[config.mk]
export PLATFORM = sky130hd
export DESIGN_NAME = mcdf_pkt_arbiter
export DESIGN_NICKNAME = d
export VERILOG_FILES = /design/src/rtl/mcdf_pkt_arbiter.sv
export SDC_FILE = /design/constraint.sdc
export NUM_CORES = 1
export LEC_CHECK = 0
export CAP_MARGIN = 40
export CORE_MARGIN = 5
export CORE_UTILIZATION = 37
export DETAILED_ROUTE_END_ITERATION = 10
export PLACE_DENSITY = 0.9
export REMOVE_ABC_BUFFERS = 1
export SLEW_MARGIN = 15
export SYNTH_ARGS = -nofsm -noshare
export SYNTH_HDL_FRONTEND = slang
export SYNTH_SLANG_ARGS = --single-unit
[constraint.sdc]
create_clock -name clk_i -period 4.2 [get_ports clk_i]
set_input_delay 0.84 -clock clk_i [delete_from_list [all_inputs] [get_ports clk_i]]
set_output_delay 0.84 -clock clk_i [all_outputs]
set_load 0.03 [all_outputs]
[src/rtl/mcdf_pkt_arbiter.sv]
// mcdf_pkt_arbiter: picks one MCDF channel by priority and round robin, then streams one packet to the formatter.
// Optional grant timeout is enabled with MCDF_ARB_TIMEOUT_EN.
module mcdf_pkt_arbiter #(
  parameter int DW = 32,
  parameter int LW = 6
) (
  input  logic          clk_i,
  input  logic          rstn_i,
  input  logic [2:0]    slv_en_i,
  input  logic [2:0]    slv_req_i,
  input  logic [5:0]    slv_prio_i,
  input  logic [8:0]    slv_len_i,
  input  logic [DW-1:0] slv0_data_i,
  input  logic [DW-1:0] slv1_data_i,
  input  logic [DW-1:0] slv2_data_i,
  input  logic [2:0]    slv_val_i,
  output logic [2:0]    slv_ack_o,
  output logic          fmt_req_o,
  input  logic          fmt_grant_i,
  output logic [1:0]    fmt_chid_o,
  output logic [LW-1:0] fmt_length_o,
  output logic          fmt_val_o,
  output logic [DW-1:0] fmt_data_o,
  output logic          fmt_start_o,
  output logic          fmt_end_o,
  output logic          arb_timeout_o
);
  typedef enum logic [1:0] {S_IDLE, S_REQ, S_XFER} state_t;

  state_t        r_state, w_next;
  logic [1:0]    r_chid, r_last;
  logic [LW-1:0] r_len, r_cnt, w_len_dec;
  logic [DW-1:0] r_data, w_data;
  logic          r_val, r_start, r_end;
  logic [2:0]    w_cand;
  logic [1:0]    w_o0, w_o1, w_o2, w_c, w_win, w_best;
  logic [5:0]    w_ord;
  logic          w_found, w_xfer, w_last_word, w_take;
`ifdef MCDF_ARB_TIMEOUT_EN
  logic [9:0]    r_to_cnt;
  logic          r_timeout, w_timeout;
`endif

  function automatic logic [LW-1:0] dec_len(input logic [2:0] code);
    return code == 3'd0 ? LW'(4) : code == 3'd1 ? LW'(8) : code == 3'd2 ? LW'(16) : LW'(32);
  endfunction

  assign w_cand = slv_en_i & slv_req_i;
  // tie-break order starts at the channel after the last winner
  assign w_o0   = r_last == 2'd2 ? 2'd0 : r_last + 2'd1;
  assign w_o1   = w_o0 == 2'd2 ? 2'd0 : w_o0 + 2'd1;
  assign w_o2   = w_o1 == 2'd2 ? 2'd0 : w_o1 + 2'd1;
  assign w_ord  = {w_o2, w_o1, w_o0};

  always_comb begin
    w_found = 1'b0;
    w_best  = 2'd3;
    w_win   = 2'd0;
    w_c     = 2'd0;
    for (int k = 0; k < 3; k++) begin
      w_c = w_ord[2*k +: 2];
      if (w_cand[w_c] && (!w_found || slv_prio_i[2*w_c +: 2] < w_best)) begin
        w_found = 1'b1;
        w_best  = slv_prio_i[2*w_c +: 2];
        w_win   = w_c;
      end
    end
  end

  assign w_len_dec   = dec_len(slv_len_i[3*w_win +: 3]);
  assign w_take      = r_state == S_IDLE && |w_cand;
  assign w_data      = r_chid == 2'd0 ? slv0_data_i : r_chid == 2'd1 ? slv1_data_i : slv2_data_i;
  assign w_xfer      = r_state == S_XFER && slv_val_i[r_chid];
  assign w_last_word = r_cnt == r_len - LW'(1);
  assign slv_ack_o   = w_xfer ? 3'b001 << r_chid : 3'b000;

  always_comb begin
    w_next = r_state;
`ifdef MCDF_ARB_TIMEOUT_EN
    w_timeout = 1'b0;
`endif
    case (r_state)
      S_IDLE: w_next = |w_cand ? S_REQ : S_IDLE;
      S_REQ: begin
        if (fmt_grant_i) w_next = S_XFER;
`ifdef MCDF_ARB_TIMEOUT_EN
        else if (r_to_cnt == 10'd1022) begin
          w_next    = S_IDLE;
          w_timeout = 1'b1;
        end
`endif
      end
      S_XFER: w_next = w_xfer && w_last_word ? S_IDLE : S_XFER;
      default: w_next = S_IDLE;
    endcase
  end

  always_ff @(posedge clk_i or negedge rstn_i) begin
    if (!rstn_i) begin
      r_state <= S_IDLE;
      r_chid  <= 2'd0;
      r_last  <= 2'd2;
      r_len   <= '0;
      r_cnt   <= '0;
      r_data  <= '0;
      r_val   <= 1'b0;
      r_start <= 1'b0;
      r_end   <= 1'b0;
    end else begin
      r_state <= w_next;
      if (w_take) begin
        r_chid <= w_win;
        r_last <= w_win;
        r_len  <= w_len_dec;
      end
      if (w_xfer) begin
        r_data <= w_data;
        r_cnt  <= w_last_word ? '0 : r_cnt + LW'(1);
      end
      r_val   <= w_xfer;
      r_start <= w_xfer && r_cnt == '0;
      r_end   <= w_xfer && w_last_word;
    end
  end

`ifdef MCDF_ARB_TIMEOUT_EN
  always_ff @(posedge clk_i or negedge rstn_i) begin
    if (!rstn_i) begin
      r_to_cnt  <= '0;
      r_timeout <= 1'b0;
    end else begin
      r_to_cnt  <= r_state == S_REQ && w_next == S_REQ ? r_to_cnt + 10'd1 : '0;
      r_timeout <= w_timeout;
    end
  end
  assign arb_timeout_o = r_timeout;
`else
  assign arb_timeout_o = 1'b0;
`endif

  assign fmt_req_o    = r_state == S_REQ;
  assign fmt_chid_o   = r_chid;
  assign fmt_length_o = r_len;
  assign fmt_val_o    = r_val;
  assign fmt_data_o   = r_data;
  assign fmt_start_o  = r_start;
  assign fmt_end_o    = r_end;
endmodule

# After elaboration in Yosys (flattened, before gate mapping)

Cells that the tools add are included.

Word-level logic and storage cells: 81
Output and inout port bits: 48
Register bits after elaboration: 53
Input port bits: 123

Equal/unequal tests: 10
Add/sub/neg operators: 5
Shifts and indexed selects: 5
Reduce and logical (&&, ||, !) cells: 15
Multiplexer cells: 29
Order comparisons: 6
Multiply operators: 1
Bitwise operators: 1

Operators with widths:

| cell                                                 | count |
|---|---|
| two-way mux 32 bit                                   | 2 |
| two-way mux 6 bit                                    | 4 |
| two-way mux 2 bit                                    | 10 |
| indexed part select 6 x 4 -> 2 bit                   | 3 |
| < comparator 2 x 3 -> 1 bit (second input constant)  | 4 |
| indexed part select 9 x 5 -> 3 bit                   | 1 |
| binary-select mux 1 bit (select 2 bit)               | 4 |
| equality test 2 bit (second input constant)          | 4 |
| two-way mux 1 bit                                    | 7 |
| adder 2 x 1 -> 2 bit (second input constant)         | 3 |
| adder 6 x 1 -> 6 bit (second input constant)         | 1 |
| equality test 6 bit                                  | 1 |
| logical AND 1 bit                                    | 6 |
| logical NOT 6 bit                                    | 1 |
| one-hot mux 2 bit (3 select lines)                   | 1 |
| subtractor 6 x 1 -> 6 bit (second input constant)    | 1 |
| equality test 2 x 1 -> 1 bit (second input constant) | 2 |
| logical NOT 2 bit                                    | 2 |
| < comparator 2 bit                                   | 2 |
| multiplier 2 x 2 -> 4 bit (first input constant)     | 1 |
| AND 3 bit                                            | 1 |
| equality test 3 x 1 -> 1 bit (second input constant) | 1 |
| equality test 3 x 2 -> 1 bit (second input constant) | 1 |
| logical NOT 3 bit                                    | 1 |
| 6 further kinds                                      | 8 |

# Logic depth before layout (Yosys ltp)

Gate-level depths: netlist of the first run.

Depth after elaboration: 19
Depth in mapped cells: 19
Depth with buffers taken out: 18

# Worst setup path before layout of the first run

OpenSTA, ideal clock, no wires.

Path type: register to register
Start point: register fmt_chid_o[0] (netlist name)
End point: register r_len[4] (netlist: fmt_length_o[4])
Data required time: 4,132 ps
Arrival time: 4,204 ps
Stages on the path, launching flop included: 19
Buffers on the path: 3
Slack: -72 ps
Setup time: 68 ps
Clock period less this slack: 4,272 ps
Path through: dfrtp_1 -> buf_6 -> clkbuf_1 -> clkbuf_1 -> mux2i_1 -> o21ai_0 -> ha_1 -> a41oi_4 -> o21ai_2 -> nor2b_1 -> nor2_1 -> ha_1 -> and3b_1 -> a31oi_1 -> o21ai_2 -> a211oi_2 -> mux2_4 -> mux2i_4 -> a32o_1

RTL lines:

| what                   | RTL line | source |
|---|---|---|
| end signal: assignment | 114      | `r_len <= w_len_dec;` |
| end: declaration       | 32       | `logic [LW-1:0] r_len, r_cnt, w_len_dec;` |

# Worst setup path after layout of the first run

Start point: input port slv_en_i[2]
End point: register r_len[4] (netlist: fmt_length_o[4])

Word-level cells in the longest chain between the ends: 18
Elaborated cells between the ends (all ways): 32
Classes of those cells: mul (1); order compare (2); eq/ne (2); shift (1); mux (16); bitwise (1); reduce/logical (9)

Ends and longest elaborated chain:

| what                                                           | RTL line | source |
|---|---|---|
| start: declaration                                             | 9        | `input logic [2:0] slv_en_i,` |
| AND 3 bit *                                                    | 48       | `assign w_cand = slv_en_i & slv_req_i;` |
| binary-select mux 1 bit (select 2 bit)                         | 62       | `if (w_cand[w_c] && (!w_found \|\| slv_prio_i[2*w_c +: 2] < w_best)) begin` |
| two-way mux 1 bit (implied by the code)                        | 62       |  |
| two-way mux 2 bit / two-way mux 1 bit (equally long branches)  | 62       |  |
| < comparator 2 bit / logical NOT 1 bit (equally long branches) | 62       |  |
| logical OR 1 bit                                               | 62       |  |
| logical AND 1 bit                                              | 62       |  |
| two-way mux 2 bit / two-way mux 1 bit (equally long branches)  | 62       |  |
| < comparator 2 bit / logical NOT 1 bit (equally long branches) | 62       |  |
| logical OR 1 bit                                               | 62       |  |
| logical AND 1 bit                                              | 62       |  |
| two-way mux 2 bit                                              | 62       |  |
| multiplier 2 x 2 -> 4 bit                                      | 70       | `assign w_len_dec = dec_len(slv_len_i[3*w_win +: 3]);` |
| indexed part select 9 x 5 -> 3 bit                             | 70       |  |
| equality test 3 x 2 -> 1 bit                                   | 45       | `return code == 3'd0 ? LW'(4) : code == 3'd1 ? LW'(8) : code == 3'd2 ? LW'(16) : LW'(32);` |
| two-way mux 6 bit (3 in series)                                | 45       |  |

Every way passes the cells marked *; elsewhere a longest branch is shown, timed or not. The select of a mux whose other input is x is not followed.
A chain may end at the register's enable or synchronous reset.

==> flow_summary.html, run 1 <==
<table>
<tr><th>Metric</th><th>Value</th></tr>
<tr><th colspan="2">Setup path</th></tr>
<tr><td>Setup crit end kind</td><td>flop</td></tr>
<tr><td>Reg2reg end</td><td>fmt_length_o[4]</td></tr>
<tr><td>Req. time, crit path</td><td>between 4 and 5 ns</td></tr>
<tr><td>Maximum single-stage delay on the critical path</td><td>between 0.3 and 0.4 ns</td></tr>
<tr><td>Launch instance of the worst register-to-register path</td><td>r_last[1]</td></tr>
<tr><td>Library cell contributing the largest single delay on the critical path</td><td>sky130_fd_sc_hd__mux2i_2</td></tr>
<tr><td>Logic depth of the worst path, buffers included</td><td>17</td></tr>
<tr><td>Arrival @ worst endpoint</td><td>between 4 and 5 ns</td></tr>
<tr><td>Critical Path Start</td><td>slv_en_i[2]</td></tr>
<tr><td>Critical Path Start Type</td><td>input pin</td></tr>
<tr><td>Critical path start-end classification</td><td>in -&gt; reg</td></tr>
<tr><td>Setup slack, reg-to-reg</td><td>approximately 0.35 ns</td></tr>
<tr><td>Buf+Inv Stages, Crit Path</td><td>1</td></tr>
<tr><td>CP Max Fanout</td><td>3</td></tr>
<tr><td>Worst Setup EP</td><td>fmt_length_o[4]</td></tr>
<tr><td>Worst path top cell family by delay</td><td>compound AO/OA/AOI/OAI gates</td></tr>
<tr><td>Count of cells along the worst register-to-register path</td><td>13</td></tr>
<tr><td>List of cells traversed by the critical path</td><td>dlygate4sd2_1, and2_4, a21oi_2, o32ai_4, ha_4, a41oi_4, o21ai_2, nor2b_1, nor2_1, ha_1, and3b_2, a31oi_4, o21ai_4, a211oi_4, mux2i_2, o21ai_1, a32o_2</td></tr>
<tr><th colspan="2">GRT</th></tr>
<tr><td>Maximum number of pins on one net before global-route repair</td><td>73</td></tr>
<tr><td>Antenna violations before repair</td><td>0</td></tr>
<tr><td>Grt total ovfl</td><td>0</td></tr>
<tr><td>Overall Global Routing Usage</td><td>between 10% and 20%</td></tr>
<tr><td>Number of global-route vias before repair</td><td>3833</td></tr>
<tr><td>First-pass GRT wire length</td><td>18020 µm</td></tr>
<tr><th colspan="2">Synthesis</th></tr>
<tr><td>Number of enable-type register cells in the synthesized netlist</td><td>0</td></tr>
<tr><td>#FFs+latches synth</td><td>50</td></tr>
<tr><td>Cell taking the most area after synthesis</td><td>sky130_fd_sc_hd__dfrtp_1</td></tr>
<tr><td>Avg Synthesized Cell Area</td><td>between 8 and 9 µm²</td></tr>
<tr><td>Synth Warn #</td><td>0</td></tr>
<tr><td>Total standard cell area after synthesis</td><td>3401 µm²</td></tr>
<tr><td>Ys async rst share</td><td>100.0%</td></tr>
<tr><td>Dominant cells by area after synthesis</td><td>sky130_fd_sc_hd__dfrtp_1 (36%), sky130_fd_sc_hd__mux2i_1 (11%), sky130_fd_sc_hd__o21ai_0 (6.3%)</td></tr>
<tr><td>Top cell type's share of synthesized area</td><td>between 30% and 40%</td></tr>
<tr><td>Flip-flop cell with the highest count after synthesis</td><td>sky130_fd_sc_hd__dfrtp_1</td></tr>
<tr><td>Number of distinct library cells after synthesis</td><td>63</td></tr>
<tr><td>Sequential cell area fraction in the yosys report</td><td>roughly 37%</td></tr>
<tr><td>Post-Synthesis Cells</td><td>~400</td></tr>
<tr><th colspan="2">Clocking</th></tr>
<tr><td>Longest Clk Path Bufs</td><td>2</td></tr>
<tr><td>Clock transition at the registers of the reported paths</td><td>around 0.09 ns</td></tr>
<tr><td>Cts-stage hold buffer count</td><td>0</td></tr>
<tr><td>Clock root buffer</td><td>sky130_fd_sc_hd__clkbuf_8</td></tr>
<tr><td>CTS tree</td><td>yes</td></tr>
<tr><td>Insertion delay to the later sink of the worst-skew pair</td><td>just under 0.3 ns</td></tr>
<tr><td>Clock sink total</td><td>50</td></tr>
<tr><td>CTS Buf Count</td><td>5</td></tr>
<tr><td>H-Tree Depth</td><td>2</td></tr>
<tr><th colspan="2">Job</th></tr>
<tr><td>Max-cap violation count</td><td>0</td></tr>
<tr><th colspan="2">Final layout</th></tr>
<tr><td>Number of diodes</td><td>0</td></tr>
<tr><td>Nets</td><td>between 700 and 800</td></tr>
<tr><td>Final cell count without fillers</td><td>approximately 700</td></tr>
<tr><td>Area grow syn2layout</td><td>65.01%</td></tr>
<tr><td>Share of layout cells above drive strength 1</td><td>about 15%</td></tr>
<tr><th colspan="2">Timing</th></tr>
<tr><td>Clock Skews</td><td>a little over 0.007 ns</td></tr>
<tr><td>Share of the clock period used by the worst path after layout</td><td>between 90 and 100%</td></tr>
<tr><td>Slew Limit Fails</td><td>0</td></tr>
<tr><td>Final TNS setup</td><td>0 ns</td></tr>
<tr><td>Final Hold Fails</td><td>0</td></tr>
<tr><td>Unrepaired setup endpoints after global routing</td><td>no</td></tr>
<tr><td>Number of setup violations in the final report</td><td>0</td></tr>
<tr><td>Achievable clock frequency</td><td>approximately 0.25 GHz</td></tr>
<tr><td>Final period demand of the worst path</td><td>roughly 4.0 ns</td></tr>
<tr><td>Worst Max-Slew Pin Slew</td><td>0.7320 ns</td></tr>
<tr><td>Relative slew slack</td><td>between 40% and 50%</td></tr>
<tr><th colspan="2">Status</th></tr>
<tr><td>Status</td><td>finished clean</td></tr>
<tr><th colspan="2">Die</th></tr>
<tr><td>I/O pin total</td><td>around 170</td></tr>
<tr><td>Effective utilization at floorplan</td><td>between 30% and 40%</td></tr>
<tr><td>Core Region</td><td>~9000 µm²</td></tr>
<tr><td>DIE HEIGHT</td><td>between 100 and 150 µm</td></tr>
<tr><td>Area of the die</td><td>between 10000 and 15000 µm²</td></tr>
<tr><td>Row Count</td><td>35</td></tr>
<tr><td>Width of the die</td><td>105.9 µm</td></tr>
<tr><th colspan="2">Placement</th></tr>
<tr><td>Global placement routability congestion</td><td>0.8863</td></tr>
<tr><td># placed instances</td><td>a little under 700</td></tr>
<tr><td>Half-perimeter wire length after detailed placement</td><td>a little under 9000 µm</td></tr>
<tr><td>Number of port buffers</td><td>about 170</td></tr>
<tr><th colspan="2">Routing</th></tr>
<tr><td>Number of DRC markers after the initial detailed-route iteration</td><td>195</td></tr>
<tr><td>Average detailed-routed wire length per instance</td><td>16.39 µm</td></tr>
<tr><td>Number of remaining DRC errors</td><td>0</td></tr>
<tr><td>Vias after detailed routing</td><td>3690</td></tr>
<tr><td>Total routed wirelength</td><td>11460 µm</td></tr>
<tr><td>Detailed-routing iteration count for the pre-antenna-repair pass</td><td>4</td></tr>
<tr><td>Post-detailed-route via-to-cell ratio</td><td>about 5.3</td></tr>
<tr><td>Post-detailed-route count of antenna-violating nets</td><td>0</td></tr>
<tr><th colspan="2">Power and ir drop</th></tr>
<tr><td>Max IR drop VDD</td><td>0.3286 mV</td></tr>
<tr><td>PnR Total Power</td><td>approximately 3.6 mW</td></tr>
<tr><td>Static Leakage</td><td>2.345 nW</td></tr>
<tr><td>Power per cell area</td><td>approximately 640 nW/µm²</td></tr>
<tr><th colspan="2">Hold path</th></tr>
<tr><td>Type of the tightest min-delay check</td><td>reg -&gt; reg</td></tr>
<tr><td>Worst hold stages</td><td>2</td></tr>
</table>
## what timing repair did
action                                  in CTS  in global routing
gates resized for setup                     19                 22
pin swaps                                   11                 12
endpoints found under the setup margin       4                  4
buffers inserted                             6                  3
## cells in the final DEF (no fill, tap or decap), types with 3 or more instances in the layout
cell,synthesis,routed
sky130_fd_sc_hd__clkdlybuf4s50_1,0,157
sky130_fd_sc_hd__nor2b_1,3,3
sky130_fd_sc_hd__nand2_1,52,51
sky130_fd_sc_hd__nand3_1,6,5
sky130_fd_sc_hd__o21ai_0,43,40
sky130_fd_sc_hd__and3_1,3,3
sky130_fd_sc_hd__ha_1,5,4
sky130_fd_sc_hd__nor2_1,47,46
sky130_fd_sc_hd__a21oi_2,0,3
sky130_fd_sc_hd__nor3_1,6,5
sky130_fd_sc_hd__inv_1,10,10
sky130_fd_sc_hd__o21ai_1,2,3
sky130_fd_sc_hd__conb_1,1,3
sky130_fd_sc_hd__a21oi_1,37,34
sky130_fd_sc_hd__dlygate4sd2_1,0,3
sky130_fd_sc_hd__xnor2_1,5,5
sky130_fd_sc_hd__dfrtp_1,49,47
sky130_fd_sc_hd__mux2i_1,38,37
sky130_fd_sc_hd__mux2_2,4,3
sky130_fd_sc_hd__nand2b_1,3,3
sky130_fd_sc_hd__buf_4,4,39
sky130_fd_sc_hd__clkbuf_8,0,5
sky130_fd_sc_hd__dlymetal6s2s_1,0,3
## area by class of cell
cell class	instances	area, µm²
Clock inverter	1	30.03
Clock buffer	7	76.32
Timing Repair Buffer	207	1957
Inverter	10	37.54
Fill cell	743	3497
Tap cell	111	138.9
Multi-Input combinational cell	313	2117
Sequential cell	50	1255
## worst register-to-register path, cell delays in order, from the launching register on
cell and delay, ns:
sky130_fd_sc_hd__dfstp_2 0.80, sky130_fd_sc_hd__and2b_1 0.37, sky130_fd_sc_hd__a221oi_1 0.43, sky130_fd_sc_hd__o21ai_2 0.13
sky130_fd_sc_hd__nor2b_1 0.12, sky130_fd_sc_hd__nor2_1 0.06, sky130_fd_sc_hd__ha_1 0.30, sky130_fd_sc_hd__and3b_2 0.25
sky130_fd_sc_hd__a31oi_4 0.20, sky130_fd_sc_hd__o21ai_4 0.11, sky130_fd_sc_hd__a211oi_4 0.29, sky130_fd_sc_hd__mux2i_2 0.31
sky130_fd_sc_hd__o21ai_1 0.11, sky130_fd_sc_hd__a32o_2 0.26
## stage by stage
stage	hold slack, ns	setup slack, ns	area, µm²	utilization, %
floorplan	0.5066	-2.760	3266	-
global placement	0.4608	-0.2639	5310	58.30
detailed placement	0.4715	-0.5601	5314	58.34
CTS	0.4917	0.03798	5524	60.65
global route	0.5154	0.01744	5612	61.61
finish	0.4857	0.2230	5612	61.61
## kinds of logic (layout without fill, tap and decap cells)
kind of cell	Yosys count	after routing	share of synthesized area (%)
AO/OA/AOI/OAI	113	113	21.01
XOR/XNOR	7	7	1.803
adder cells (fa/ha/maj)	5	5	1.840
buffers and inverters	40	225	5.298
flip-flops	50	50	36.83
multiplexers	44	44	13.61
other	1	3	0.1103
AND/OR/NAND/NOR	141	141	19.50
## synthesized netlist by cell type (2+ instances only)
cell type	number
sky130_fd_sc_hd__nor3_1	6
sky130_fd_sc_hd__mux2_2	4
sky130_fd_sc_hd__a31oi_1	3
sky130_fd_sc_hd__a21oi_1	37
sky130_fd_sc_hd__a211oi_1	2
sky130_fd_sc_hd__nand2b_1	3
sky130_fd_sc_hd__and3_1	3
sky130_fd_sc_hd__nor2_1	47
sky130_fd_sc_hd__buf_6	2
sky130_fd_sc_hd__a2111oi_0	2
sky130_fd_sc_hd__xor2_1	2
sky130_fd_sc_hd__a221oi_2	2
sky130_fd_sc_hd__a22o_1	2
sky130_fd_sc_hd__xnor2_1	5
sky130_fd_sc_hd__a22oi_1	2
sky130_fd_sc_hd__or3_1	2
sky130_fd_sc_hd__nand3_1	6
sky130_fd_sc_hd__nand3b_1	2
sky130_fd_sc_hd__buf_4	4
sky130_fd_sc_hd__mux2i_1	38
sky130_fd_sc_hd__nor2b_1	3
sky130_fd_sc_hd__nand2_1	52
sky130_fd_sc_hd__buf_1	4
sky130_fd_sc_hd__o211ai_1	2
sky130_fd_sc_hd__dfrtp_1	49
sky130_fd_sc_hd__ha_1	5
sky130_fd_sc_hd__nor3b_1	2
sky130_fd_sc_hd__clkbuf_1	20
sky130_fd_sc_hd__o21ai_0	43
sky130_fd_sc_hd__o21ai_1	2
sky130_fd_sc_hd__o21ai_2	2
sky130_fd_sc_hd__inv_1	10
sky130_fd_sc_hd__and2_1	3
## state kept, by name, indices dropped and copies added (netlist names)
name / count
fmt_val_o: 1
fmt_length_o: 4
fmt_data_o: 32
r_last: 1
r_state: 2
fmt_chid_o: 2
r_cnt: 6
fmt_start_o: 1
fmt_end_o: 1
## how the worst min path moves through the flow
| stage | slack [ns] | end | from |
|---|---|---|---|
| after floorplan | 0.51 | fmt_start_o | r_cnt[4] |
| after CTS | 0.49 | fmt_data_o[0] | fmt_data_o[0] |
| final | 0.49 | fmt_data_o[28] | fmt_data_o[28] |
| after global placement | 0.46 | fmt_data_o[10] | fmt_data_o[10] |
| after global routing | 0.52 | fmt_data_o[20] | fmt_data_o[20] |
| after detailed placement | 0.47 | fmt_data_o[0] | fmt_data_o[0] |
## per-layer routing
metal  GRT usage [%]  share of wire (%)  up-vias
met3           4.654                7.5       24
met1           21.29                 38     1716
met2           36.25                 52      163
met4           7.863                2.6        0
li1                -                  -     1787
met5               0                  0        -
## where the power goes
part | internal (mW) | switching, mW
clock | 0.178 | 0.148
sequential | 0.685 | 0.201
combinational | 1.08 | 1.31
Power figures use the tool's default switching activity.
==> run 2: changes to the inputs <==
--- a/config.mk
+++ b/config.mk
@@ -7,10 +7,12 @@
 export LEC_CHECK = 0
 export CAP_MARGIN = 40
 export CORE_MARGIN = 5
-export CORE_UTILIZATION = 37
+export CORE_UTILIZATION = 38
+export CTS_BUF_LIST = sky130_fd_sc_hd__clkbuf_8
 export DETAILED_ROUTE_END_ITERATION = 10
-export PLACE_DENSITY = 0.9
+export PLACE_DENSITY = 0.92
 export REMOVE_ABC_BUFFERS = 1
+export SETUP_SLACK_MARGIN = 0.5
 export SLEW_MARGIN = 15
 export SYNTH_ARGS = -nofsm -noshare
 export SYNTH_HDL_FRONTEND = slang
==> flow_summary.html, run 2 (synthesis results as in run 1) <==
<table>
<tr><th>Metric</th><th>Value</th></tr>
<tr><th colspan="2">Setup path</th></tr>
<tr><td>CP dominant cell by count</td><td>sky130_fd_sc_hd__o21ai_2</td></tr>
<tr><td>CP Max Fanout</td><td>4 (was 3)</td></tr>
<tr><td>Arrival @ worst endpoint</td><td>4.12 ns (was 4.17 ns)</td></tr>
<tr><td>Library cell contributing the largest single delay on the critical path</td><td>sky130_fd_sc_hd__mux2_4 (was sky130_fd_sc_hd__mux2i_2)</td></tr>
<tr><td>Critical path start-end classification</td><td>in -&gt; reg (unchanged)</td></tr>
<tr><td>Setup crit end kind</td><td>flop (unchanged)</td></tr>
<tr><td>Req. time, crit path</td><td>4.44 ns (was 4.39 ns)</td></tr>
<tr><td>Critical Path Start Type</td><td>input pin (unchanged)</td></tr>
<tr><td>Maximum single-stage delay on the critical path</td><td>0.34 ns (was 0.31 ns)</td></tr>
<tr><td>List of cells traversed by the critical path</td><td>clkdlybuf4s15_1, mux2i_1, o21ai_2, ha_4, a41oi_4, o21ai_2, nor2b_4, nor2_1, ha_2, and3b_2, a31oi_4, o21ai_4, a211oi_4, mux2_4, mux2i_4, a32o_1 (was dlygate4sd2_1, and2_4, a21oi_2, o32ai_4, ha_4, a41oi_4, o21ai_2, nor2b_1, nor2_1, ha_1, and3b_2, a31oi_4, o21ai_4, a211oi_4, mux2i_2, o21ai_1, a32o_2)</td></tr>
<tr><th colspan="2">Power and ir drop</th></tr>
<tr><td>Max IR drop VDD</td><td>0.3370 mV (was 0.3286 mV)</td></tr>
<tr><td>Power per cell area</td><td>648.8 nW/µm² (was 642.0 nW/µm²)</td></tr>
<tr><td>Static Leakage</td><td>2.319 nW (was 2.345 nW)</td></tr>
<tr><th colspan="2">Placement</th></tr>
<tr><td>Half-perimeter wire length after detailed placement</td><td>8858 µm (was 8687 µm)</td></tr>
<tr><td>Global placement routability congestion</td><td>0.8869 (was 0.8863)</td></tr>
<tr><td>Number of port buffers</td><td>167 (unchanged)</td></tr>
<tr><td>Area after DPL</td><td>5288 µm² (was 5314 µm²)</td></tr>
<tr><td>Pre-CTS WS</td><td>-0.5382 ns (was -0.5601 ns)</td></tr>
<tr><th colspan="2">Final layout</th></tr>
<tr><td>Area grow syn2layout</td><td>65.38% (was 65.01%)</td></tr>
<tr><td>Most frequent standard cell in the layout excluding fill and tap cells</td><td>sky130_fd_sc_hd__clkdlybuf4s50_1 (unchanged)</td></tr>
<tr><td>Number of diodes</td><td>0 (unchanged)</td></tr>
<tr><td>Commonest non-fill, non-tap cells in the layout</td><td>sky130_fd_sc_hd__clkdlybuf4s50_1 (154), sky130_fd_sc_hd__nand2_1 (51), sky130_fd_sc_hd__dfrtp_1 (47), sky130_fd_sc_hd__nor2_1 (46), sky130_fd_sc_hd__o21ai_0 (40) (was sky130_fd_sc_hd__clkdlybuf4s50_1 (157), sky130_fd_sc_hd__nand2_1 (51), sky130_fd_sc_hd__dfrtp_1 (47), sky130_fd_sc_hd__nor2_1 (46), sky130_fd_sc_hd__o21ai_0 (40))</td></tr>
<tr><td>Register cell area after layout</td><td>1255 µm² (unchanged)</td></tr>
<tr><td>Total non-filler cell area in the finished layout</td><td>5624 µm² (was 5612 µm²)</td></tr>
<tr><td>Fill cell total of the finished layout</td><td>681 (was 743)</td></tr>
<tr><td>Share of layout cells above drive strength 1</td><td>16.24% (was 15.14%)</td></tr>
<tr><td>Number of flip-flops under the largest register name</td><td>32 (unchanged)</td></tr>
<tr><td>Area used by multi-input combinational logic</td><td>2172 µm² (was 2117 µm²)</td></tr>
<tr><td>Nets</td><td>712 (was 715)</td></tr>
<tr><th colspan="2">Die</th></tr>
<tr><td>Core Region</td><td>8721 µm² (was 9109 µm²)</td></tr>
<tr><td>DIE HEIGHT</td><td>104.6 µm (was 105.9 µm)</td></tr>
<tr><td>Area of the die</td><td>10940 µm² (was 11210 µm²)</td></tr>
<tr><td>Width of the die</td><td>104.6 µm (was 105.9 µm)</td></tr>
<tr><td>I/O pin total</td><td>171 (unchanged)</td></tr>
<tr><td>Row Count</td><td>34 (was 35)</td></tr>
<tr><td>Effective utilization at floorplan</td><td>39.00% (was 37.34%)</td></tr>
<tr><th colspan="2">Clocking</th></tr>
<tr><td>CTS tree</td><td>yes (unchanged)</td></tr>
<tr><td>Clock transition at the registers of the reported paths</td><td>0.09 ns (about the same)</td></tr>
<tr><td>Cts-stage hold buffer count</td><td>0 (unchanged)</td></tr>
<tr><td>Clock sink total</td><td>50 (unchanged)</td></tr>
<tr><td>CTS Buf Count</td><td>5 (unchanged)</td></tr>
<tr><td>Clock root buffer</td><td>sky130_fd_sc_hd__clkbuf_8 (unchanged)</td></tr>
<tr><td>H-Tree Depth</td><td>2 (unchanged)</td></tr>
<tr><td>Longest Clk Path Bufs</td><td>2 (unchanged)</td></tr>
<tr><td>Insertion delay to the later sink of the worst-skew pair</td><td>0.29 ns (about the same)</td></tr>
<tr><th colspan="2">Timing</th></tr>
<tr><td>Slew Limit Fails</td><td>0 (unchanged)</td></tr>
<tr><td>Achievable clock frequency</td><td>0.2577 GHz (was 0.2514 GHz)</td></tr>
<tr><td>Relative slew slack</td><td>55.78% (was 49.94%)</td></tr>
<tr><td>Unrepaired setup endpoints after global routing</td><td>yes (was no)</td></tr>
<tr><td>Worst Max-Slew Pin Slew</td><td>0.6634 ns (was 0.7320 ns)</td></tr>
<tr><td>Number of setup violations in the final report</td><td>0 (unchanged)</td></tr>
<tr><td>Final Hold Fails</td><td>0 (unchanged)</td></tr>
<tr><td>Clock Skews</td><td>0.006346 ns (was 0.007173 ns)</td></tr>
<tr><td>Least setup slack across all paths after layout</td><td>0.3200 ns (was 0.2230 ns)</td></tr>
<tr><td>Final period demand of the worst path</td><td>3.880 ns (was 3.977 ns)</td></tr>
<tr><td>Share of the clock period used by the worst path after layout</td><td>92.38% (was 94.69%)</td></tr>
<tr><th colspan="2">Job</th></tr>
<tr><td>Max-cap violation count</td><td>0 (unchanged)</td></tr>
<tr><th colspan="2">Routing</th></tr>
<tr><td>Detailed-routing iteration count for the pre-antenna-repair pass</td><td>4 (unchanged)</td></tr>
<tr><td>Number of DRC markers after the initial detailed-route iteration</td><td>192 (was 195)</td></tr>
<tr><td>Average detailed-routed wire length per instance</td><td>16.97 µm (was 16.39 µm)</td></tr>
<tr><td>Post-detailed-route count of antenna-violating nets</td><td>0 (unchanged)</td></tr>
<tr><td>Post-detailed-route via-to-cell ratio</td><td>5.335 (was 5.279)</td></tr>
<tr><td>Total routed wirelength</td><td>11760 µm (was 11460 µm)</td></tr>
<tr><td>Number of remaining DRC errors</td><td>0 (unchanged)</td></tr>
<tr><td>Vias after detailed routing</td><td>3697 (was 3690)</td></tr>
<tr><th colspan="2">GRT</th></tr>
<tr><td>Antenna violations before repair</td><td>0 (unchanged)</td></tr>
<tr><td>Met2 demand-to-capacity share in global routing</td><td>36.88% (was 36.25%)</td></tr>
<tr><td>Met3 Use GR</td><td>5.117% (was 4.654%)</td></tr>
<tr><td>Maximum number of pins on one net before global-route repair</td><td>49 (was 73)</td></tr>
<tr><td>First-pass GRT wire length</td><td>18620 µm (was 18020 µm)</td></tr>
<tr><td>Overall Global Routing Usage</td><td>20.13% (was 19.57%)</td></tr>
<tr><td>Number of global-route vias before repair</td><td>3751 (was 3833)</td></tr>
<tr><td>Grt total ovfl</td><td>0 (unchanged)</td></tr>
<tr><td>Routing layer with the top usage in global route</td><td>met2 (unchanged)</td></tr>
<tr><td>GR met1 Demand/Resource</td><td>22.74% (was 21.29%)</td></tr>
<tr><th colspan="2">Hold path</th></tr>
<tr><td>Type of the tightest min-delay check</td><td>reg -&gt; reg (unchanged)</td></tr>
<tr><th colspan="2">Status</th></tr>
<tr><td>Status</td><td>finished clean (unchanged)</td></tr>
</table>
## run 2: final timing paths
check,start,end,slack (ns),cells after the start
worst min-delay path,fmt_data_o[6],fmt_data_o[6],0.49,2
worst max-delay path,slv_prio_i[1],fmt_length_o[4],0.32,16
max in group asynchronous,rstn_i,r_last[1],2.87,2
min in group asynchronous,rstn_i,fmt_data_o[24],0.54,1
worst min register to register,fmt_data_o[6],fmt_data_o[6],0.49,2
worst max register to register,r_last[1],fmt_length_o[2],0.32,15
## run 2: final cells by class
cell class	count	share of cell area (%)
flip-flops and latches	50	22.31
multi-input cells	313	38.62
clock buffers	6	1.468
clock inverters	2	0.2225
inverters	10	0.6674
repair buffers	204	34.30
well taps	108	2.403
## run 2: power breakdown
part / switching [mW] / total [mW] / internal, mW
Clock: 0.157 / 0.290 / 0.133
Sequential: 0.196 / 0.880 / 0.685
Combinational: 1.37 / 2.48 / 1.11
## run 2: stage by stage
stage | total power [mW] | setup TNS [ns] | utilization (%) | std cells | hold WS (ns)
floorplan | 2.239 | -87.78 | - | 373 | 0.5066
global placement | 2.981 | -1.008 | 60.59 | 675 | 0.4629
detailed placement | 3.076 | -1.914 | 60.63 | 676 | 0.4744
CTS | 3.484 | 0 | 63.34 | 690 | 0.4943
global route | 3.901 | 0 | 64.49 | 693 | 0.5055
finish | 3.649 | 0 | 64.49 | 693 | 0.4889
## run 2: per-layer routing
layer	share of wire, %	wire (µm)	vias up
met2	51	6039	175
met4	2.3	267	0
met1	38	4466	1715
met5	0	0	-
met3	8.4	984	24
li1	-	-	1783
## run 2: worst max-delay path, delay by kind of cell
kind                     cells  cell delay, ns
AND/OR/NAND/NOR              3            0.48
buffers and inverters        1            0.24
adder cells (fa/ha/maj)      2            0.60
AO/OA/AOI/OAI                7            1.19
multiplexers                 3            0.75
## run 2: repair_timing
action	4_1_cts	5_1_grt
setup buffers	6	3
endpoints found under the setup margin	7	4
resized for setup	60	14
pin swaps	18	11
cloned	0	0
==> run 3: changes to the inputs <==
--- a/config.mk
+++ b/config.mk
@@ -5,14 +5,15 @@
 export SDC_FILE = /design/constraint.sdc
 export NUM_CORES = 1
 export LEC_CHECK = 0
+export ABC_AREA = 1
 export CAP_MARGIN = 40
 export CORE_MARGIN = 5
-export CORE_UTILIZATION = 38
+export CORE_UTILIZATION = 36
 export CTS_BUF_LIST = sky130_fd_sc_hd__clkbuf_8
 export DETAILED_ROUTE_END_ITERATION = 10
-export PLACE_DENSITY = 0.92
+export PLACE_DENSITY = 0.91
 export REMOVE_ABC_BUFFERS = 1
-export SETUP_SLACK_MARGIN = 0.5
+export SETUP_SLACK_MARGIN = 0.4
 export SLEW_MARGIN = 15
 export SYNTH_ARGS = -nofsm -noshare
 export SYNTH_HDL_FRONTEND = slang
==> flow_summary.html, run 3 <==
<table>
<tr><th>Metric</th><th>Value</th></tr>
<tr><th colspan="2">Status</th></tr>
<tr><td>Status</td><td>finished clean (unchanged)</td></tr>
<tr><th colspan="2">Setup path</th></tr>
<tr><td>Req. time, crit path</td><td>4.42 ns (was 4.44 ns)</td></tr>
<tr><td>Arrival @ worst endpoint</td><td>3.76 ns (was 4.12 ns)</td></tr>
<tr><td>Launch instance of the worst register-to-register path</td><td>r_last[1] (unchanged)</td></tr>
<tr><td>Setup crit end kind</td><td>flop (unchanged)</td></tr>
<tr><td>Reg2reg end</td><td>fmt_length_o[2] (unchanged)</td></tr>
<tr><td>CP Max Fanout</td><td>6 (was 4)</td></tr>
<tr><td>Critical Path Start Type</td><td>input pin (unchanged)</td></tr>
<tr><td>Setup slack, reg-to-reg</td><td>0.67 ns (was 0.32 ns)</td></tr>
<tr><td>Critical path start-end classification</td><td>in -&gt; reg (unchanged)</td></tr>
<tr><td>Count of cells along the worst register-to-register path</td><td>25 (was 15)</td></tr>
<tr><th colspan="2">Synthesis</th></tr>
<tr><td>Dominant cells by area after synthesis</td><td>sky130_fd_sc_hd__dfrtp_1 (40%), sky130_fd_sc_hd__nand2_1 (13%), sky130_fd_sc_hd__nand3_1 (9.6%) (was sky130_fd_sc_hd__dfrtp_1 (36%), sky130_fd_sc_hd__mux2i_1 (11%), sky130_fd_sc_hd__o21ai_0 (6.3%))</td></tr>
<tr><td>Compound-cell area share of the yosys netlist</td><td>15.78% (was 21.01%)</td></tr>
<tr><td>Top cell type's share of synthesized area</td><td>39.76% (was 36.06%)</td></tr>
<tr><td>Adder-cell area share of the yosys netlist</td><td>2.028% (was 1.840%)</td></tr>
<tr><td>Cell taking the most area after synthesis</td><td>sky130_fd_sc_hd__dfrtp_1 (unchanged)</td></tr>
<tr><td>Post-Synth XOR/XNOR Area</td><td>1.136% (was 1.803%)</td></tr>
<tr><td>Number of enable-type register cells in the synthesized netlist</td><td>0 (unchanged)</td></tr>
<tr><td>Most numerous cell types in the synthesized netlist</td><td>sky130_fd_sc_hd__nand2_1 (107), sky130_fd_sc_hd__nand3_1 (59), sky130_fd_sc_hd__dfrtp_1 (49) (was sky130_fd_sc_hd__nand2_1 (52), sky130_fd_sc_hd__dfrtp_1 (49), sky130_fd_sc_hd__nor2_1 (47))</td></tr>
<tr><td>Post-Synthesis Cells</td><td>413 (was 401)</td></tr>
<tr><td>Synth Warn #</td><td>0 (unchanged)</td></tr>
<tr><td>Flip-flop cell with the highest count after synthesis</td><td>sky130_fd_sc_hd__dfrtp_1 (unchanged)</td></tr>
<tr><td>Avg Synthesized Cell Area</td><td>7.468 µm² (was 8.481 µm²)</td></tr>
<tr><td>Simple-gate share of the synthesized area</td><td>32.58% (was 19.50%)</td></tr>
<tr><td>Most frequently used cell type in the post-synthesis netlist</td><td>sky130_fd_sc_hd__nand2_1 (unchanged)</td></tr>
<tr><td>Dominant combinational cell family by area after synthesis</td><td>simple AND/OR/NAND/NOR gates (was compound AO/OA/AOI/OAI gates)</td></tr>
<tr><td>#FFs+latches synth</td><td>50 (unchanged)</td></tr>
<tr><td>Sequential cell area fraction in the yosys report</td><td>40.61% (was 36.83%)</td></tr>
<tr><td>Total standard cell area after synthesis</td><td>3084 µm² (was 3401 µm²)</td></tr>
<tr><td>Ys async rst share</td><td>100.0% (unchanged)</td></tr>
<tr><td>Number of distinct library cells after synthesis</td><td>37 (was 63)</td></tr>
<tr><td>Multiplexer share of the synthesized area</td><td>0% (was 13.61%)</td></tr>
<tr><th colspan="2">Placement</th></tr>
<tr><td>Half-perimeter wire length after detailed placement</td><td>8343 µm (was 8858 µm)</td></tr>
<tr><td>Number of port buffers</td><td>167 (unchanged)</td></tr>
<tr><td>Area after DPL</td><td>4830 µm² (was 5288 µm²)</td></tr>
<tr><td>Global placement routability congestion</td><td>0.9171 (was 0.8869)</td></tr>
<tr><th colspan="2">Final layout</th></tr>
<tr><td>Util after Layout</td><td>61.57% (was 64.49%)</td></tr>
<tr><td>Number of flip-flops under the largest register name</td><td>32 (unchanged)</td></tr>
<tr><td>Number of diodes</td><td>0 (unchanged)</td></tr>
<tr><td>Area grow syn2layout</td><td>65.68% (was 65.38%)</td></tr>
<tr><td>Nets</td><td>704 (was 712)</td></tr>
<tr><td>Total non-filler cell area in the finished layout</td><td>5110 µm² (was 5624 µm²)</td></tr>
<tr><td>Most frequent standard cell in the layout excluding fill and tap cells</td><td>sky130_fd_sc_hd__clkdlybuf4s50_1 (unchanged)</td></tr>
<tr><td>Commonest non-fill, non-tap cells in the layout</td><td>sky130_fd_sc_hd__clkdlybuf4s50_1 (160), sky130_fd_sc_hd__nand2_1 (95), sky130_fd_sc_hd__nand3_1 (56), sky130_fd_sc_hd__dfrtp_1 (49), sky130_fd_sc_hd__nor2_1 (40) (was sky130_fd_sc_hd__clkdlybuf4s50_1 (154), sky130_fd_sc_hd__nand2_1 (51), sky130_fd_sc_hd__dfrtp_1 (47), sky130_fd_sc_hd__nor2_1 (46), sky130_fd_sc_hd__o21ai_0 (40))</td></tr>
<tr><td>Fill cell total of the finished layout</td><td>688 (was 681)</td></tr>
<tr><td>Share of layout cells above drive strength 1</td><td>10.05% (was 16.24%)</td></tr>
<tr><th colspan="2">Clocking</th></tr>
<tr><td>H-Tree Depth</td><td>2 (unchanged)</td></tr>
<tr><td>Longest Clk Path Bufs</td><td>2 (unchanged)</td></tr>
<tr><td>Clock root buffer</td><td>sky130_fd_sc_hd__clkbuf_8 (unchanged)</td></tr>
<tr><td>CTS Buf Count</td><td>5 (unchanged)</td></tr>
<tr><td>Clock sink total</td><td>50 (unchanged)</td></tr>
<tr><td>Cts-stage hold buffer count</td><td>0 (unchanged)</td></tr>
<tr><td>CTS tree</td><td>yes (unchanged)</td></tr>
<tr><td>Insertion delay to the later sink of the worst-skew pair</td><td>0.29 ns (about the same)</td></tr>
<tr><td>Clock transition at the registers of the reported paths</td><td>0.09 ns (about the same)</td></tr>
<tr><th colspan="2">Routing</th></tr>
<tr><td>Detailed-routing iteration count for the pre-antenna-repair pass</td><td>4 (unchanged)</td></tr>
<tr><td>Average detailed-routed wire length per instance</td><td>16.64 µm (was 16.97 µm)</td></tr>
<tr><td>Post-detailed-route via-to-cell ratio</td><td>5.320 (was 5.335)</td></tr>
<tr><td>Total routed wirelength</td><td>11350 µm (was 11760 µm)</td></tr>
<tr><td>Number of remaining DRC errors</td><td>0 (unchanged)</td></tr>
<tr><td>Vias after detailed routing</td><td>3628 (was 3697)</td></tr>
<tr><td>Number of DRC markers after the initial detailed-route iteration</td><td>130 (was 192)</td></tr>
<tr><td>Post-detailed-route count of antenna-violating nets</td><td>0 (unchanged)</td></tr>
<tr><th colspan="2">Power and ir drop</th></tr>
<tr><td>Power per cell area</td><td>734.7 nW/µm² (was 648.8 nW/µm²)</td></tr>
<tr><td>Static Leakage</td><td>2.161 nW (was 2.319 nW)</td></tr>
<tr><td>Max IR drop VDD</td><td>0.4113 mV (was 0.3370 mV)</td></tr>
<tr><th colspan="2">Hold path</th></tr>
<tr><td>Startpoint of the most critical hold path</td><td>r_state[0] (was fmt_data_o[6])</td></tr>
<tr><td>Worst hold stages</td><td>1 (was 2)</td></tr>
<tr><td>Worst Hold End</td><td>r_state[1] (was fmt_data_o[6])</td></tr>
<tr><td>Type of the tightest min-delay check</td><td>reg -&gt; reg (unchanged)</td></tr>
<tr><th colspan="2">GRT</th></tr>
<tr><td>Grt total ovfl</td><td>0 (unchanged)</td></tr>
<tr><td>Antenna violations before repair</td><td>0 (unchanged)</td></tr>
<tr><td>Maximum number of pins on one net before global-route repair</td><td>71 (was 49)</td></tr>
<tr><td>Overall Global Routing Usage</td><td>20.01% (was 20.13%)</td></tr>
<tr><td>First-pass GRT wire length</td><td>16970 µm (was 18620 µm)</td></tr>
<tr><td>Number of global-route vias before repair</td><td>3633 (was 3751)</td></tr>
<tr><th colspan="2">Timing</th></tr>
<tr><td>Number of setup violations in the final report</td><td>0 (unchanged)</td></tr>
<tr><td>Relative slew slack</td><td>53.80% (was 55.78%)</td></tr>
<tr><td>Clock Skews</td><td>0.005827 ns (was 0.006346 ns)</td></tr>
<tr><td>Unrepaired setup endpoints after global routing</td><td>no (was yes)</td></tr>
<tr><td>Final Hold Fails</td><td>0 (unchanged)</td></tr>
<tr><td>Final TNS setup</td><td>0 ns (unchanged)</td></tr>
<tr><td>Achievable clock frequency</td><td>0.2827 GHz (was 0.2577 GHz)</td></tr>
<tr><td>Worst Max-Slew Pin Slew</td><td>0.6930 ns (was 0.6634 ns)</td></tr>
<tr><td>Final period demand of the worst path</td><td>3.537 ns (was 3.880 ns)</td></tr>
<tr><td>Slew Limit Fails</td><td>0 (unchanged)</td></tr>
<tr><td>Share of the clock period used by the worst path after layout</td><td>84.22% (was 92.38%)</td></tr>
<tr><th colspan="2">Die</th></tr>
<tr><td>Row Count</td><td>33 (was 34)</td></tr>
<tr><td>Core Region</td><td>8299 µm² (was 8721 µm²)</td></tr>
<tr><td>Effective utilization at floorplan</td><td>37.16% (was 39.00%)</td></tr>
<tr><td>I/O pin total</td><td>171 (unchanged)</td></tr>
<tr><td>DIE HEIGHT</td><td>102.6 µm (was 104.6 µm)</td></tr>
<tr><td>Width of the die</td><td>102.6 µm (was 104.6 µm)</td></tr>
<tr><td>Area of the die</td><td>10520 µm² (was 10940 µm²)</td></tr>
<tr><th colspan="2">Job</th></tr>
<tr><td>Max-cap violation count</td><td>0 (unchanged)</td></tr>
</table>
-- run 3: cell types whose count changed in the layout (fill, tap and decap cells not counted), moves of 13 or more --
| cell | previous run | this run |
|---|---|---|
| sky130_fd_sc_hd__nand2_2 | 0 | 16 |
| sky130_fd_sc_hd__o21ai_0 | 40 | 10 |
| sky130_fd_sc_hd__a21oi_1 | 34 | 7 |
| sky130_fd_sc_hd__buf_4 | 36 | 12 |
| sky130_fd_sc_hd__inv_1 | 10 | 23 |
| sky130_fd_sc_hd__mux2i_1 | 37 | 0 |
| sky130_fd_sc_hd__nand2_1 | 51 | 95 |
| sky130_fd_sc_hd__a41oi_1 | 0 | 32 |
| sky130_fd_sc_hd__nand3_1 | 5 | 56 |
-- run 3: metal layers --
metal / routed length (µm) / global-route usage (%) / part of all wire (%) / vias to the layer above
li1: - / - / - / 1736
met1: 4458 / 23.06 / 39 / 1712
met2: 5845 / 37.54 / 52 / 151
met3: 716 / 2.571 / 6.3 / 29
met4: 325 / 7.366 / 2.9 / 0
met5: 0 / 0 / 0 / -
-- run 3: repair_timing --
action,4_1_cts,5_1_grt
endpoints found under the setup margin,1,5
gates resized for setup,1,29
pin swaps,0,19
setup buffers,0,7
-- run 3: worst max path at each step --
stage | startpoint | endpoint | cells past startpoint | slack, ns
final | slv_prio_i[3] | fmt_length_o[2] | 23 | 0.66
after global routing | r_last[1] | fmt_length_o[2] | 25 | 0.42
after CTS | slv_req_i[2] | fmt_length_o[5] | 27 | 0.47
after detailed placement | slv_req_i[2] | fmt_length_o[5] | 27 | 0.08
after global placement | slv_en_i[2] | fmt_length_o[5] | 27 | 0.33
after floorplan | fmt_chid_o[0] | slv_ack_o[2] | 8 | 0.10
-- run 3: power breakdown --
group / internal [mW] / switching, mW
Sequential: 0.710 / 0.172
Clock: 0.254 / 0.160
Combinational: 0.960 / 1.50
-- run 3: final cells by class --
cell class / count / area, µm² / area share, %
inverters: 31 / 121.4 / 2.375
repair buffers: 180 / 1792 / 35.06
clock buffers: 6 / 82.58 / 1.616
well taps: 105 / 131.4 / 2.571
flip-flops and latches: 50 / 1252 / 24.51
clock inverters: 2 / 60.06 / 1.175
multi-input cells: 308 / 1670 / 32.69
-- run 3: logic make-up after synthesis --
| family | after synthesis |
|---|---|
| compound gates | 66 |
| xor+xnor | 4 |
| fa+ha+maj | 5 |
| buf+inv | 57 |
| flops | 50 |
| other cells | 1 |
| simple gates | 230 |
-- run 3: metrics by stage --
stage	setup WS [ns]	hold WS (ns)	instances	total power, mW
detailed placement	0.08116	0.4741	667	3.202
finish	0.6628	0.4967	682	3.754
global placement	0.3267	0.4718	666	3.088
floorplan	0.1044	0.4516	389	2.321
global route	0.4195	0.5330	682	4.024
CTS	0.4736	0.5037	675	3.628
-- run 3: worst max-delay path: stages --
cell and delay (ns):
sky130_fd_sc_hd__clkdlybuf4s50_1 0.45, sky130_fd_sc_hd__inv_1 0.06, sky130_fd_sc_hd__o21ai_0 0.31, sky130_fd_sc_hd__a211oi_4 0.06, sky130_fd_sc_hd__ha_1 0.30, sky130_fd_sc_hd__nand2_1 0.08, sky130_fd_sc_hd__nand2_2 0.07, sky130_fd_sc_hd__nand2_2 0.10
sky130_fd_sc_hd__nand2_4 0.08, sky130_fd_sc_hd__nand2_2 0.06, sky130_fd_sc_hd__o21ai_1 0.06, sky130_fd_sc_hd__ha_1 0.29, sky130_fd_sc_hd__nand2_1 0.07, sky130_fd_sc_hd__nand2_2 0.07, sky130_fd_sc_hd__nand2_4 0.08, sky130_fd_sc_hd__nand2_4 0.07
sky130_fd_sc_hd__o21ai_4 0.23, sky130_fd_sc_hd__inv_2 0.09, sky130_fd_sc_hd__nand2_2 0.08, sky130_fd_sc_hd__nand2_2 0.05, sky130_fd_sc_hd__nor2_1 0.08, sky130_fd_sc_hd__nand3_1 0.09, sky130_fd_sc_hd__o21ai_1 0.08
